File: src/rtl/fetch_queue_stage.sv
// Fetch stage with a DEPTH-entry prefetch queue; one outstanding IMEM request, redirect flush.
// Optional define FETCH_PERF_EN adds PerfFetched/PerfBubble counters.
module fetch_queue_stage #(
  parameter int              XLEN     = 32,
  parameter logic [XLEN-1:0] RESET_PC = '0,
  parameter int              DEPTH    = 4
) (
  input  logic            clk,
  input  logic            rst,
  input  logic            PCSrcE,
  input  logic [XLEN-1:0] PCTargetE,
  output logic            imem_req,
  output logic [XLEN-1:0] imem_addr,
  input  logic            imem_rvalid,
  input  logic [XLEN-1:0] imem_rdata,
  input  logic            StallD,
  output logic            ValidD,
  output logic [XLEN-1:0] InstrD,
  output logic [XLEN-1:0] PCD,
  output logic [XLEN-1:0] PCPlus4D
`ifdef FETCH_PERF_EN
  ,
  output logic [31:0]     PerfFetched,
  output logic [31:0]     PerfBubble
`endif
);

  localparam int PW = $clog2(DEPTH);
  localparam int CW = PW + 1;

  logic [XLEN-1:0] pc_q, pc_d, req_pc_q, req_pc_d;
  logic            pending_q, pending_d, discard_q, discard_d;
  logic [PW-1:0]   rd_ptr_q, rd_ptr_d, wr_ptr_q, wr_ptr_d;
  logic [CW-1:0]   count_q, count_d;
  logic [XLEN-1:0] instr_q [DEPTH];
  logic [XLEN-1:0] epc_q   [DEPTH];
  logic            issue, resp, push, pop;

  always_comb begin
    issue     = rst && !pending_q && !PCSrcE && (count_q < CW'(DEPTH));
    resp      = imem_rvalid && pending_q;
    push      = resp && !discard_q && !PCSrcE;
    pop       = (count_q != '0) && !StallD && !PCSrcE;
    pc_d      = pc_q;
    req_pc_d  = req_pc_q;
    pending_d = pending_q;
    discard_d = discard_q;
    rd_ptr_d  = rd_ptr_q;
    wr_ptr_d  = wr_ptr_q;
    count_d   = count_q;
    if (PCSrcE) begin
      pc_d     = PCTargetE & ~XLEN'(3);
      count_d  = '0;
      rd_ptr_d = '0;
      wr_ptr_d = '0;
      // An in-flight response still has to be absorbed before the target can issue.
      if (pending_q) begin
        if (imem_rvalid) begin
          pending_d = 1'b0;
          discard_d = 1'b0;
        end else begin
          discard_d = 1'b1;
        end
      end
    end else begin
      if (issue) begin
        pc_d      = pc_q + XLEN'(4);
        req_pc_d  = pc_q;
        pending_d = 1'b1;
      end
      if (resp) begin
        pending_d = 1'b0;
        discard_d = 1'b0;
      end
      if (push) wr_ptr_d = wr_ptr_q + PW'(1);
      if (pop)  rd_ptr_d = rd_ptr_q + PW'(1);
      case ({push, pop})
        2'b10:   count_d = count_q + CW'(1);
        2'b01:   count_d = count_q - CW'(1);
        default: count_d = count_q;
      endcase
    end
  end

  always_ff @(posedge clk or negedge rst) begin
    if (!rst) begin
      pc_q      <= RESET_PC;
      req_pc_q  <= '0;
      pending_q <= 1'b0;
      discard_q <= 1'b0;
      rd_ptr_q  <= '0;
      wr_ptr_q  <= '0;
      count_q   <= '0;
    end else begin
      pc_q      <= pc_d;
      req_pc_q  <= req_pc_d;
      pending_q <= pending_d;
      discard_q <= discard_d;
      rd_ptr_q  <= rd_ptr_d;
      wr_ptr_q  <= wr_ptr_d;
      count_q   <= count_d;
    end
  end

  always_ff @(posedge clk) begin
    if (push) begin
      instr_q[wr_ptr_q] <= imem_rdata;
      epc_q[wr_ptr_q]   <= req_pc_q;
    end
  end

  assign imem_req  = issue;
  assign imem_addr = pc_q;
  assign ValidD    = (count_q != '0);
  assign InstrD    = rst ? instr_q[rd_ptr_q] : '0;
  assign PCD       = rst ? epc_q[rd_ptr_q] : '0;
  assign PCPlus4D  = rst ? epc_q[rd_ptr_q] + XLEN'(4) : '0;

`ifdef FETCH_PERF_EN
  logic [31:0] fetched_q, bubble_q;

  always_ff @(posedge clk or negedge rst) begin
    if (!rst) begin
      fetched_q <= '0;
      bubble_q  <= '0;
    end else begin
      if (pop)             fetched_q <= fetched_q + 32'd1;
      if (count_q == '0)   bubble_q  <= bubble_q + 32'd1;
    end
  end

  assign PerfFetched = fetched_q;
  assign PerfBubble  = bubble_q;
`endif

endmodule

File: config.mk
export PLATFORM = sky130hd
export DESIGN_NAME = fetch_queue_stage
export DESIGN_NICKNAME = d
export VERILOG_FILES = /design/src/rtl/fetch_queue_stage.sv
export SDC_FILE = /design/constraint.sdc
export NUM_CORES = 1
export LEC_CHECK = 0
export CAP_MARGIN = 40
export CORE_ASPECT_RATIO = 0.9
export CORE_UTILIZATION = 50
export DETAILED_ROUTE_END_ITERATION = 6
export PLACE_DENSITY = 0.76
export SETUP_SLACK_MARGIN = 0.1
export SLEW_MARGIN = 20
export SYNTH_ARGS = -nofsm -noshare
export SYNTH_HDL_FRONTEND = slang
export SYNTH_SLANG_ARGS = --single-unit
File: constraint.sdc
create_clock -name clk -period 4.2 [get_ports clk]
set_clock_uncertainty 0.05 [all_clocks]
set_input_delay 1.26 -clock clk [delete_from_list [all_inputs] [get_ports clk]]
set_output_delay 1.26 -clock clk [all_outputs]
set_load 0.02 [all_outputs]
==> impl_results.md, run 1 <==
- Max Cap Viol: 0
- Vias in the first global route: 8429
- CP Launch Type: flop
- Max Clock Freq: between 200 and 250 MHz
- Post-synth top cells: edfxtp_1 (248), dfrtp_1 (69), and2_1 (65), nand2_1 (47), mux4_2 (46)
- DIE AREA: roughly 28000 sq um
- Reg power frac: 0.433
- HP Start: req_pc_q[6]
- Total track usage: 0.228
- Worst-path clk slew: around 0.060 ns
- Fin. Hold Viols: 0
- Peak VDD IR: 0.356 mV
- Fraction of layout cells with a size suffix above 1: 0.278
- Max layer used: met4
- Cell variety after synth: between 50 and 60
- Cell row count: 56
- Total core area: about 26000 sq um
- Most frequent cell after synthesis: edfxtp_1
- Register area share after synthesis: 0.676
- Worst-Margin Slew: between 0.6 and 0.7 ns
- Met1 WL: ~14000 microns
- R2R cell count: 5
- CP Capture Type: output port
- Clk sink count: approximately 320
- Arrival time worst endpoint: 3.12 ns
- Htree depth: 1
- Max-slew headroom: 0.560
- Sw Ratio: 0.279
- First-pass GRT wire length: a little under 50000 microns
- ANT cells: 0
- CTS tree: yes
- Routed wl met3: roughly 2200 microns
- Die Ht: between 150 and 200 microns
- Max incr delay on CP: about 0.57 ns
- Unrepaired setup endpoints after global routing: yes
- Power Dens Cells: roughly 540 nW/um^2
- Dominant cells by area after synthesis: edfxtp_1 (55%), dfrtp_1 (13%), mux4_2 (7.6%), mux4_1 (3.1%), and2_1 (3.0%)
- Critical Path, Cell by Cell: buf_4 -> mux4_2 -> buf_4 -> and4_4 -> nand4b_4 -> buf_6 -> or4_4 -> a21oi_4 -> buf_6
- Combinational Power Share: 0.264
- Max FO, Critical Path: 7
- Syn Inst Count: approximately 830
- I/O Pins: ~200
- Largest net degree at the start of global routing: 66
- GRT overflow: 0
- Clock share of power: 0.303
- Routed wire length: 31100 microns
- Maximum buffer depth of the clock tree: 3
- Netlist Area Pre-Place: roughly 14000 sq um
- EDFF count, synth: around 250
- R2r startpoint: imem_addr[10]
- Port Buf Inserts: 190
- FILL cells: between 1500 and 2000
- YS warnings: 0
- Gpl congestion: approximately 0.85
- Post-route minimum period: 4.43 ns
- DRT iter0 DRCs: 647
- Worst Path Buf+Inv: 4
- RR Endpoint: imem_addr[30]
- Net load switching power: 0.00268 W
- Static Leak: about 6.5 nW
- Via/cell ratio: 5.59
- Worst min path class: flop to flop
- Initial antenna violation count: 0
- Most common flop cell mapped by yosys: edfxtp_1
- Inst Count DP: roughly 1400
- Initial core utilization: 0.515
- Outcome: complete, but fails checks
- Min-Delay Endpoint: epc_q[3][6]
- Flop-to-flop setup slack: about 1.7 ns
- Final #Nets: ~1200
- Post-DP HPWL: approximately 20000 microns
- CP max stage cell: dfrtp_4
- Finished Core Util: 0.678
- Slew Viols, Final: 0
- TritonRoute pass-1 iters: 4
- Worst skew pair latency: between 0.5 and 0.6 ns
- Post-route clock period utilization: 1.05
- Number of synthesized register bits: 317
- Delay-heaviest family, CP: simple AND/OR/NAND/NOR gates
- Asr flop ratio synth: 0.218
- TritonCTS Buffers: 31
- Wire length on met2: roughly 14000 microns
- Slack of the critical path: -0.230 ns
- Root Driver: clkbuf_16
- Failing checks: negative setup slack
- Vias post-DR: 8260
- Per-cell routed wire length: approximately 21 microns
- Synth top area share: 0.549
- Area delta synth->final: 31.8%
- Data required time at the worst endpoint: around 2.9 ns
- Die X: roughly 180 microns
- Syn Area/Cell: between 15 and 20 sq um
- Layout Cells excl Fill: 1478
- Post-route DRC: 0
- Setup Viol. Count Final: 18
- WHS Path Cells: 0
- Post-route ant nets: 0
- Hold slack: ~0.46 ns
- Crit path kind: flop to output port
- Internal power: ~0.007 W
- Top cell type by total area after synthesis: edfxtp_1
## through the flow
stage / power [W] / setup slack (ns) / TNS, ns / cell area (sq um)
final: 0.00959 / -0.230 / -2.64 / 17900
after global routing: 0.00996 / -0.293 / -4.30 / 17900
after CTS: 0.00958 / -0.234 / -2.52 / 17700
after detailed placement: 0.00656 / -0.176 / -1.61 / 16400
after global placement: 0.00647 / -0.120 / -0.791 / 16400
after floorplan: 0.00549 / 0.268 / 0 / 13600
## cells in the final DEF, fill, tap and decap left out, types with 4 or more instances in the layout
| master | netlist | final |
|---|---|---|
| nor4_1 | 7 | 7 |
| a21oi_2 | 0 | 8 |
| ha_1 | 6 | 5 |
| inv_1 | 15 | 15 |
| nand3_1 | 18 | 16 |
| nand2_1 | 47 | 47 |
| conb_1 | 1 | 6 |
| nor2_1 | 35 | 32 |
| or3_4 | 0 | 4 |
| dfrtp_1 | 69 | 67 |
| buf_12 | 2 | 12 |
| and3_1 | 10 | 10 |
| buf_6 | 4 | 23 |
| nand4_1 | 8 | 8 |
| o21ai_0 | 37 | 36 |
| a21oi_1 | 18 | 6 |
| or4_4 | 1 | 8 |
| clkbuf_16 | 0 | 31 |
| and2_1 | 65 | 61 |
| dlygate4sd2_1 | 0 | 25 |
| o31ai_1 | 7 | 4 |
| mux4_2 | 46 | 57 |
| bufinv_16 | 0 | 6 |
| buf_4 | 8 | 79 |
| mux4_1 | 16 | 5 |
| edfxtp_1 | 248 | 248 |
| a21oi_4 | 0 | 4 |
| nor3_1 | 8 | 7 |
| clkdlybuf4s50_1 | 0 | 131 |
| dlymetal6s2s_1 | 0 | 8 |
| or3_1 | 9 | 5 |
| clkinv_2 | 0 | 5 |
| xnor2_1 | 28 | 28 |
| mux2_2 | 34 | 31 |
| and4_4 | 3 | 5 |
| and2_2 | 1 | 5 |
| xor2_1 | 14 | 14 |
| clkbuf_1 | 25 | 5 |
## power groups by stage
stage / combinational, W / sequential [W] / clock (W)
after floorplan: 0.00141 / 0.00408 / 0
after global placement: 0.00231 / 0.00416 / 0
after detailed placement: 0.00236 / 0.00420 / 0
after CTS: 0.00248 / 0.00414 / 0.00295
after global routing: 0.00271 / 0.00420 / 0.00306
final: 0.00253 / 0.00416 / 0.00291
## worst register-to-register path: cells and delay by family (launching register included)
kind	cells	cell delay, ns
and+or+nand+nor	4	1.76
AOI/OAI and AO/OA	1	0.16
DFF	1	0.43
## worst max-delay path by stage
stage	endpoint	slack, ns	depth (start not counted)	start
2_1_floorplan	PCPlus4D[28]	0.27	10	rd_ptr_q[0]
3_3_place_gp	PCPlus4D[18]	-0.12	8	rd_ptr_q[0]
3_5_place_dp	PCPlus4D[18]	-0.18	8	rd_ptr_q[0]
4_1_cts	PCPlus4D[27]	-0.23	8	rd_ptr_q[0]
5_1_grt	PCPlus4D[30]	-0.29	9	rd_ptr_q[0]
6_report	PCPlus4D[27]	-0.23	9	rd_ptr_q[0]
## sequential cells by signal, indices dropped and copies added, names as in the netlist
name and flops:
epc_q 120, req_pc_q 30, imem_addr 30, rd_ptr_q 2
pending_q 1, wr_ptr_q 2, discard_q 1, count_q 3
instr_q 128
## what timing repair did
item	4_1_cts	5_1_grt
endpoints found under the setup margin	63	45
pin swaps	16	9
setup buffers	11	2
hold buffers	0	0
gates cloned	1	0
gates resized for setup	195	46
## metal layers
metal | vias to the layer above | track usage
met1 | 4146 | 0.333
met2 | 351 | 0.369
met3 | 43 | 0.0313
met4 | 0 | 0.0476
li1 | 3720 | -
met5 | - | 0
## cell type report
class / count / area, sq um / share of cell area
clock buffer: 39 / 836 / 0.0468
clock inverter: 18 / 248 / 0.0139
inverter: 15 / 56.3 / 0.00315
multi-input combinational: 458 / 4330 / 0.242
sequential: 317 / 9180 / 0.514
tap: 348 / 435 / 0.0244
timing repair buffer: 283 / 2790 / 0.156
## kinds of logic after synthesis
| kind of cell | count (synthesis) | share of synthesized area |
|---|---|---|
| AND/OR/NAND/NOR | 237 | 0.0999 |
| multiplexers | 98 | 0.137 |
| XOR/XNOR | 42 | 0.0271 |
| buffers and inverters | 61 | 0.0246 |
| other | 1 | 0.000276 |
| AO/OA/AOI/OAI | 68 | 0.0277 |
| flip-flops | 317 | 0.676 |
| adder cells (fa/ha/maj) | 7 | 0.00701 |
(Power assumes the default switching activity.)
==> run 2: changes to the inputs <==
- CAP_MARGIN: 40 -> 0
- CORE_UTILIZATION: 50 -> 54
- PLACE_DENSITY: 0.76 -> 0.81
- SETUP_SLACK_MARGIN: 0.1 -> 0.5
==> run 2 against run 1 <==
Net effect:
- the run still ends with negative setup slack left
- final cell count rose by 1.2%
- design area grew 2.4%
- critical path depth unchanged
- first-iteration DRC count is 30% higher
- flip-flop and latch count unchanged
- combinational power rose by 21%
- largest cell class unchanged
- largest power group unchanged
==> impl_results.md, run 2 (same netlist as run 1, synthesis figures left out) <==
- Slack of the critical path: -0.233 ns (was -0.230 ns)
- Die X: 169 microns (was 176 microns)
- Combinational Power Share: 0.313 (was 0.264)
- Critical Path, Cell by Cell: buf_12 -> buf_16 -> mux4_2 -> and4_4 -> nand4_1 -> buf_4 -> or4_4 -> a21oi_2 -> buf_6 (was buf_4 -> mux4_2 -> buf_4 -> and4_4 -> nand4b_4 -> buf_6 -> or4_4 -> a21oi_4 -> buf_6)
- Post-route minimum period: 4.43 ns (about the same)
- Pwr Total: 0.00975 W (was 0.00959 W)
- Largest regs: instr_q x128, epc_q x120 (unchanged)
- Static Leak: 6.64 nW (was 6.46 nW)
- Setup WS pre-CTS: -0.0889 ns (was -0.176 ns)
- Per-cell routed wire length: 22.1 microns (was 21.0 microns)
- RR Endpoint: imem_addr[30] (unchanged)
- Setup Viol. Count Final: 21 (was 18)
- GRT overflow: 0 (unchanged)
- TritonCTS Buffers: 31 (unchanged)
- Port Buf Inserts: 190 (unchanged)
- Post-route ant nets: 0 (unchanged)
- Reg power frac: 0.425 (was 0.433)
- Worst min path class: flop to flop (unchanged)
- Unrepaired setup endpoints after global routing: yes (unchanged)
- Hold-fix buffers, CTS: 0 (unchanged)
- Initial core utilization: 0.555 (was 0.515)
- First-pass GRT wire length: 49300 microns (was 48300 microns)
- FILL cells: 1393 (was 1789)
- Inst Count DP: 1390 (was 1407)
- Total track usage: 0.250 (was 0.228)
- Worst-Margin Slew: 0.668 ns (was 0.658 ns)
- Biggest register: instr_q (unchanged)
- Data required time at the worst endpoint: 2.89 ns (about the same)
- Post-route DRC: 0 (unchanged)
- Net load switching power: 0.00282 W (was 0.00268 W)
- Most frequent cells in the layout: edfxtp_1 (248), clkdlybuf4s50_1 (95), buf_6 (94) (was edfxtp_1 (248), clkdlybuf4s50_1 (131), buf_4 (79))
- R2r startpoint: imem_addr[10] (unchanged)
- Initial antenna violation count: 0 (unchanged)
- Max FO, Critical Path: 8 (was 7)
- Clk sink count: 317 (unchanged)
- HP Start: req_pc_q[6] (unchanged)
- ANT cells: 0 (unchanged)
- Max Cap Viol: 0 (unchanged)
- Arrival time worst endpoint: 3.12 ns (about the same)
- Area delta synth->final: 34.9% (was 31.8%)
- Post-DP HPWL: 19600 microns (was 20100 microns)
- Max incr delay on CP: 0.52 ns (was 0.57 ns)
- CP max stage cell: dfrtp_4 (unchanged)
- Largest net degree at the start of global routing: 66 (unchanged)
- DRT iter0 DRCs: 839 (was 647)
- Worst skew pair latency: 0.55 ns (about the same)
- Sw Ratio: 0.290 (was 0.279)
- Max-slew headroom: 0.554 (was 0.560)
- Root Driver: clkbuf_16 (unchanged)
- Outcome: complete, but fails checks (unchanged)
- Cell row count: 54 (was 56)
- Hold slack: 0.483 ns (was 0.462 ns)
- Clock share of power: 0.262 (was 0.303)
- Total core area: 24500 sq um (was 26300 sq um)
- Final #Nets: 1215 (was 1182)
- Failing checks: negative setup slack (unchanged)
- Peak VDD IR: 0.339 mV (was 0.356 mV)
- Commonest non-fill, non-tap cell in the layout: edfxtp_1 (unchanged)
- Fin. Hold Viols: 0 (unchanged)
- Post-route clock period utilization: 1.06 (was 1.05)
- CP Launch Type: flop (unchanged)
- Flop-to-flop setup slack: 1.68 ns (was 1.72 ns)
- Gpl congestion: 0.875 (was 0.854)
- I/O Pins: 199 (unchanged)
- Finished Core Util: 0.748 (was 0.678)
- CTS tree: yes (unchanged)
- Slew Viols, Final: 0 (unchanged)
- Max Clock Freq: 226 MHz (about the same)
- Critical path origin: rd_ptr_q[0] (unchanged)
- Htree depth: 1 (unchanged)
- Via/cell ratio: 5.76 (was 5.59)
- TritonRoute pass-1 iters: 5 (was 4)
- Power Dens Cells: 533 nW/um^2 (was 537 nW/um^2)
- Routed wire length: 33000 microns (was 31100 microns)
- Layout Cells excl Fill: 1496 (was 1478)
- Vias in the first global route: 8699 (was 8429)
- R2R cell count: 5 (unchanged)
- Crit path kind: flop to output port (unchanged)
- Vias post-DR: 8621 (was 8260)
- Die Ht: 152 microns (was 158 microns)
- Worst-path clk slew: 0.06 ns (about the same)
- DIE AREA: 25800 sq um (was 27800 sq um)
- Fraction of layout cells with a size suffix above 1: 0.391 (was 0.278)
- Maximum buffer depth of the clock tree: 3 (unchanged)
- End point of the critical path: PCPlus4D[26] (was PCPlus4D[27])
- Max reg flops: 128 (unchanged)
- CP Capture Type: output port (unchanged)
- Internal power: 0.00693 W (was 0.00691 W)
run 2: worst max-delay path, delay by kind of cell, from the launching register on:
family / cells / cell delay, ns
multiplexers: 1 / 0.38
buffers and inverters: 4 / 0.63
flip-flops: 1 / 0.52
AND/OR/NAND/NOR: 3 / 0.89
AO/OA/AOI/OAI: 1 / 0.14
run 2: worst min-delay path by stage:
stage	cells past startpoint	to	slack (ns)
finish	0	epc_q[0][6]	0.48
CTS	0	epc_q[1][18]	0.48
detailed placement	0	epc_q[1][23]	0.46
global placement	0	epc_q[0][6]	0.44
floorplan	0	epc_q[0][10]	0.42
global route	0	epc_q[1][18]	0.50
run 2: area by class of cell:
class | count | area, sq um | area share
well taps | 336 | 420 | 0.0230
clock inverters | 13 | 62.6 | 0.00342
inverters | 15 | 56.3 | 0.00308
repair buffers | 316 | 3270 | 0.178
clock buffers | 41 | 866 | 0.0473
multi-input cells | 458 | 4450 | 0.243
flip-flops and latches | 317 | 9180 | 0.502
run 2: power groups by stage:
stage	combinational (W)	sequential (W)	clock [W]
floorplan	0.00143	0.00408	0
global placement	0.00227	0.00418	0
detailed placement	0.00232	0.00421	0
CTS	0.00283	0.00413	0.00257
global route	0.00320	0.00418	0.00270
finish	0.00305	0.00415	0.00256
run 2: through the flow:
step                setup TNS, ns  instance area [sq um]
floorplan                       0                  13600
global placement           -0.215                  16400
detailed placement         -0.382                  16400
CTS                         -1.31                  18000
global route                -3.72                  18300
finish                      -2.33                  18300
run 2: layer usage:
metal  track usage  wire length [microns]  part of all wire
met5             0                      0                 0
met1         0.350                  13900              0.42
met2         0.409                  15800              0.48
met4        0.0746                   1080             0.033
met3        0.0408                   2310             0.070
run 2: what timing repair did:
action                                  4_1_cts  5_1_grt
buffers inserted                             34       15
endpoints found under the setup margin       93       87
resized for setup                           543       85
cloned                                        3        0
pin swaps                                    47       24
hold endpoints to repair                      0        0
